<file path="config.mk">
export PLATFORM = sky130hd
export DESIGN_NAME = cdc_fifo_push_arbiter
export DESIGN_NICKNAME = d
export VERILOG_FILES = /design/src/rtl/cdc_fifo_push_arbiter.sv
export SDC_FILE = /design/constraint.sdc
export NUM_CORES = 1
export LEC_CHECK = 0
export CAP_MARGIN = 10
export CORE_AREA = 4 4 103 105
export CTS_BUF_LIST = sky130_fd_sc_hd__clkbuf_8 sky130_fd_sc_hd__clkbuf_16
export DETAILED_ROUTE_END_ITERATION = 16
export DIE_AREA = 0 0 107 109
export PLACE_DENSITY = 0.8
export SLEW_MARGIN = 5
export SYNTH_ARGS = -nofsm -noshare
export SYNTH_HDL_FRONTEND = slang
export SYNTH_SLANG_ARGS = --single-unit
export TNS_END_PERCENT = 30
</file>
<file path="constraint.sdc">
create_clock -name clk_DA -period 4.3 [get_ports clk_DA]
set_input_delay 0.43 -clock clk_DA [delete_from_list [all_inputs] [get_ports clk_DA]]
set_output_delay 0.43 -clock clk_DA [all_outputs]
set_load 0.02 [all_outputs]
</file>
<file path="src/rtl/cdc_fifo_push_arbiter.sv">
`default_nettype none
// ============================================================================
// Module   : cdc_fifo_push_arbiter
// Purpose  : Round-robin arbiter sharing the source-domain push port of a CDC
//            FIFO between NumReq requesters. Winning words are tagged with the
//            requester index ({id, payload}). A burst lock keeps multi-word
//            messages contiguous, and a one-entry output register isolates
//            the arbitration path from FifoFull_DA.
// Ports    : clk_DA      - source-domain clock (rising edge)
//            rst         - synchronous active-high reset
//            Req_DA      - per-requester word valid
//            Last_DA     - per-requester end-of-message flag
//            Data_DA     - packed payloads, requester i at [i*DataWidth +: DataWidth]
//            Grant_DA    - one-hot combinational grant (word consumed this edge)
//            FifoFull_DA - FIFO full, push ignored while high
//            Push_DA     - FIFO push (output register valid)
//            DataIn_DA   - FIFO write data {id, payload}
//            Busy_DA     - high while a burst is locked
//            Owner_DA    - current / last burst owner
// Revision : 1.0 - initial release
// ============================================================================
module cdc_fifo_push_arbiter #(
    parameter int NumReq    = 4,
    parameter int DataWidth = 32,
    parameter int MaxBurst  = 4,
    localparam int IdWidth  = (NumReq == 1) ? 1 : $clog2(NumReq)
) (
    input  logic                          clk_DA,
    input  logic                          rst,
    input  logic [NumReq-1:0]             Req_DA,
    input  logic [NumReq-1:0]             Last_DA,
    input  logic [NumReq*DataWidth-1:0]   Data_DA,
    output logic [NumReq-1:0]             Grant_DA,
    input  logic                          FifoFull_DA,
    output logic                          Push_DA,
    output logic [IdWidth+DataWidth-1:0]  DataIn_DA,
    output logic                          Busy_DA,
    output logic [IdWidth-1:0]            Owner_DA
);

    // Beat counter only needs to reach MaxBurst-1.
    localparam int CntWidth = (MaxBurst < 2) ? 1 : $clog2(MaxBurst);
    // Request/last vectors padded to a power of two so an IdWidth-bit index
    // always addresses a full-width vector.
    localparam int PadReq   = 1 << IdWidth;

    localparam logic [0:0] ST_IDLE = 1'b0;
    localparam logic [0:0] ST_LOCK = 1'b1;

    logic [0:0]                 r_state;
    logic [0:0]                 w_state_nxt;
    logic                       r_out_valid;
    logic [IdWidth+DataWidth-1:0] r_out_data;
    logic [IdWidth-1:0]         r_rr_ptr;
    logic [IdWidth-1:0]         r_owner;
    logic [CntWidth-1:0]        r_beat_cnt;

    logic [2*NumReq-1:0]        w_req_dbl;
    logic [NumReq-1:0]          w_req_rot;
    logic                       w_rot_any;
    logic [IdWidth-1:0]         w_rot_off;
    logic [IdWidth:0]           w_sum;
    logic [IdWidth-1:0]         w_winner;
    logic [PadReq-1:0]          w_req_pad;
    logic [PadReq-1:0]          w_last_pad;
    logic [IdWidth-1:0]         w_gnt_id;
    logic                       w_slot_free;
    logic                       w_cand;
    logic                       w_gnt_valid;
    logic                       w_gnt_last;
    logic [DataWidth-1:0]       w_gnt_data;
    logic                       w_burst_end;

    function automatic logic [IdWidth-1:0] f_next_ptr(input logic [IdWidth-1:0] id);
        if (id == IdWidth'(NumReq - 1)) begin
            return '0;
        end
        return id + IdWidth'(1);
    endfunction

    // ------------------------------------------------------------------
    // Round-robin search: rotate the request vector so that RrPtr sits at
    // bit 0, pick the lowest set bit, then rotate the offset back.
    // ------------------------------------------------------------------
    assign w_req_dbl = {Req_DA, Req_DA};
    assign w_req_rot = NumReq'(w_req_dbl >> r_rr_ptr);

    always_comb begin
        w_rot_any = 1'b0;
        w_rot_off = '0;
        for (int k = NumReq - 1; k >= 0; k--) begin
            if (w_req_rot[k]) begin
                w_rot_any = 1'b1;
                w_rot_off = IdWidth'(k);
            end
        end
    end

    assign w_sum    = {1'b0, r_rr_ptr} + {1'b0, w_rot_off};
    assign w_winner = (w_sum >= (IdWidth+1)'(NumReq)) ?
                      IdWidth'(w_sum - (IdWidth+1)'(NumReq)) : IdWidth'(w_sum);

    assign w_req_pad  = PadReq'(Req_DA);
    assign w_last_pad = PadReq'(Last_DA);

    // In LOCK only the owner is eligible, even if it is momentarily idle.
    assign w_gnt_id    = (r_state == ST_LOCK) ? r_owner : w_winner;
    assign w_slot_free = !r_out_valid || !FifoFull_DA;
    assign w_cand      = (r_state == ST_LOCK) ? w_req_pad[r_owner] : w_rot_any;
    assign w_gnt_valid = !rst && w_slot_free && w_cand;
    assign w_gnt_last  = w_last_pad[w_gnt_id];

    always_comb begin
        w_gnt_data = Data_DA[int'(w_gnt_id)*DataWidth +: DataWidth];
    end

    // A grant closes the burst on Last or when this is the MaxBurst-th beat.
    assign w_burst_end = (r_state == ST_LOCK) ?
                         (w_gnt_last || (r_beat_cnt == CntWidth'(MaxBurst - 1))) :
                         (w_gnt_last || (MaxBurst == 1));

    // ------------------------------------------------------------------
    // FSM: state register
    // ------------------------------------------------------------------
    always_ff @(posedge clk_DA) begin
        if (rst) begin
            r_state <= ST_IDLE;
        end else begin
            r_state <= w_state_nxt;
        end
    end

    // FSM: next state
    always_comb begin
        w_state_nxt = r_state;
        if (w_gnt_valid) begin
            w_state_nxt = w_burst_end ? ST_IDLE : ST_LOCK;
        end
    end

    // FSM: outputs
    always_comb begin
        Grant_DA = '0;
        if (w_gnt_valid) begin
            Grant_DA = NumReq'(PadReq'(1) << w_gnt_id);
        end
        Busy_DA = (r_state == ST_LOCK);
    end

    // ------------------------------------------------------------------
    // Output register, round-robin pointer, owner and beat counter
    // ------------------------------------------------------------------
    always_ff @(posedge clk_DA) begin
        if (rst) begin
            r_out_valid <= 1'b0;
            r_out_data  <= '0;
            r_rr_ptr    <= '0;
            r_owner     <= '0;
            r_beat_cnt  <= '0;
        end else begin
            if (w_gnt_valid) begin
                r_out_valid <= 1'b1;
                r_out_data  <= {w_gnt_id, w_gnt_data};
            end else if (r_out_valid && !FifoFull_DA) begin
                r_out_valid <= 1'b0;
            end

            if (w_gnt_valid) begin
                if (w_burst_end) begin
                    r_rr_ptr   <= f_next_ptr(w_gnt_id);
                    r_beat_cnt <= '0;
                end else if (r_state == ST_IDLE) begin
                    r_owner    <= w_gnt_id;
                    r_beat_cnt <= CntWidth'(1);
                end else begin
                    r_beat_cnt <= r_beat_cnt + CntWidth'(1);
                end
            end
        end
    end

    assign Push_DA   = r_out_valid;
    assign DataIn_DA = r_out_data;
    assign Owner_DA  = r_owner;

endmodule
`default_nettype wire

</file>
==> metrics <==
status complete, no violations; postcts setup bufs 0; pre-CTS setup slack 292 ps; drt pass-1 iters 5; Routed Antenna Nets 0; fin crit share 0.934; M1 GR Usage 0.321; Slowest cell on crit path clkdlybuf4s50_1; RSZ-0062 raised after global routing false; buffers and inverters on the worst path 5; CP max FO 6; Die Wd 107 um; most common cell after layout, fill and taps aside clkdlybuf4s50_1; initial antenna violation count 0; max-slew violation count 0; Synth Net Count 595; Port Buffers 180; Worst-Skew Late Latency 300 ps; CP Launch Type primary input; Post-Route WL 16,200 um; GR peak layer met2; first-pass GRT wire length 25,100 um; area grow syn2layout 47.1%; number of synthesized flops with an enable pin 0; peak supply drop 0.523 mV; met3 Use GR 0.0651; slew at the pin with the worst max-slew slack 812 ps; final setup vio count 0; Slew HR 0.458; Post-Syn Area 4080 sq um; Synth area leaders dfxtp_1 21%, mux4_2 12%, mux2i_1 6.4%; syn avg cell area 9.07 sq um; total grt overflow 0; top_reg_cell synth dfxtp_1; die area 11,700 sq um; met2 usage 0.471; max frequency 0.249 GHz; DRT iter0 DRCs 360; ys async rst share 0; post-CTS resize count 0; CTS sink cnt 42; Initial Util 0.423; Critical Path End Type output pin; Yosys top cell area share 0.206; H-tree levels 2; vias 4,725; register area share after synthesis 0.206; min Tclk post-route 4020 ps; Antenna diodes 0; PD cells 691 nW/um^2; Nets 745; Cell Chain, Critical Path clkdlybuf4s50_1, inv_1, and3_1, o21ai_0, o2111ai_1, ha_1, xor2_1, buf_4, xnor2_4, o21ai_1, inv_1, ha_1, and2_1, clkdlybuf4s50_1; HPWL Detailed 11,400 um; proportion of layout cells with a drive suffix above 1 0.140; Worst EP arrival 3590 ps; Bufs on Longest Clock Path 2; die extent in y 109 um; I/O pin count 181; vias per inst 6.44; critical path's largest stage delay 560 ps; Top Family by Delay on Critical Path buffers and inverters; All-Layer GR Usage 0.266; placer congestion estimate 0.856; Layout Skew 12.5 ps; total of max-cap violations 0; Hold Fails Final Rpt 0; Hold WC Path Type flop to flop; CP Class primary input to output pin; CTS Hold Bufs 0; core region area 9640 sq um; # rows 36; Synth cell types 54; vias in the first global route 4,929; Leakage 0.00214 uW; CTS buffer count 5; # fillers 835; setup_tns 0 ps; Root Buffer clkbuf_8; Remaining DRCs 0; biggest area consumer among synthesized cells dfxtp_1; largest net degree at the start of global routing 56; Req. time, crit path 3870 ps; YS warnings 0; WHS 480 ps; CTS tree built; WL/cell 22.1 um; CTS clk-pin slew, worst paths 80 ps; Yosys reg bits 42; final worst slack 282 ps; Cells after Synth 450; most frequent cells in the layout 179 x clkdlybuf4s50_1, 50 x nor2_1, 39 x dfxtp_1, 26 x mux2i_1, 25 x nand2_1
-- path summary, 6_finish.rpt --
kind	startpoint	to	slack, ps	cells after the start
max	Req_DA[3]	Grant_DA[3]	280	14
min	r_beat_cnt[1]	r_beat_cnt[1]	480	2
max reg2reg	r_rr_ptr[0]	DataIn_DA[4]	1010	10
min reg2reg	r_beat_cnt[1]	r_beat_cnt[1]	480	2
-- registers in the layout, indices dropped and copies added, names as in the netlist --
name	cells
Push_DA	1
Owner_DA	2
Busy_DA	1
r_beat_cnt	2
DataIn_DA	34
r_rr_ptr	2
-- tightest hold or removal path, cell delays in order (launching register included) --
cell and delay (ps):
dfxtp_1 320, nand2b_1 70, a21oi_1 50
-- routing by layer --
| layer | up-vias | share of wire |
|---|---|---|
| met5 | - | 0 |
| met4 | 0 | 0.0090 |
| met3 | 22 | 0.094 |
| met2 | 299 | 0.50 |
| met1 | 2312 | 0.40 |
| li1 | 2092 | - |
-- report_power, final --
group          switching [uW]  internal (uW)  leakage, uW
Combinational            1800           1390      0.00174
Clock                     158            130    0.0000472
Sequential                120            552     0.000351
-- metrics by stage --
stage,area (sq um),power (uW),util,cells
3_5_place_dp,5910,3850,0.613,726
4_1_cts,6000,4150,0.623,734
2_1_floorplan,4080,2850,-,450
6_report,6000,4150,0.623,734
5_1_grt,6000,4420,0.623,734
3_3_place_gp,5910,3770,0.613,726
-- logic make-up after synthesis --
logic type | share of synthesized area
flip-flops | 0.206
buffers and inverters | 0.0748
XOR/XNOR | 0.0150
multiplexers | 0.191
AND/OR/NAND/NOR | 0.176
adder cells (fa/ha/maj) | 0.0184
AO/OA/AOI/OAI | 0.319
-- Yosys cell counts (7+ instances only) --
| cell type | count |
|---|---|
| a311oi_1 | 21 |
| clkbuf_1 | 23 |
| a211oi_2 | 9 |
| dfxtp_1 | 42 |
| buf_6 | 7 |
| a21o_1 | 20 |
| o22ai_1 | 11 |
| mux4_2 | 22 |
| nor2_1 | 50 |
| a221oi_2 | 10 |
| a221oi_1 | 22 |
| a21oi_1 | 8 |
| mux2i_1 | 26 |
| nand2_1 | 25 |
| a311o_1 | 11 |
| nand3b_1 | 20 |
| buf_2 | 18 |
| nand3_1 | 24 |
| a22oi_1 | 13 |
-- final cells by class --
cell class | instances | area [sq um] | area share
clock buffer | 6 | 82.6 | 0.0138
clock inverter | 2 | 12.5 | 0.00208
inverter | 4 | 15.0 | 0.00250
multi-input combinational | 350 | 2950 | 0.491
sequential | 42 | 845 | 0.141
tap | 133 | 166 | 0.0277
timing repair buffer | 197 | 1940 | 0.323
No activity file was read; power rests on OpenSTA's default activity.
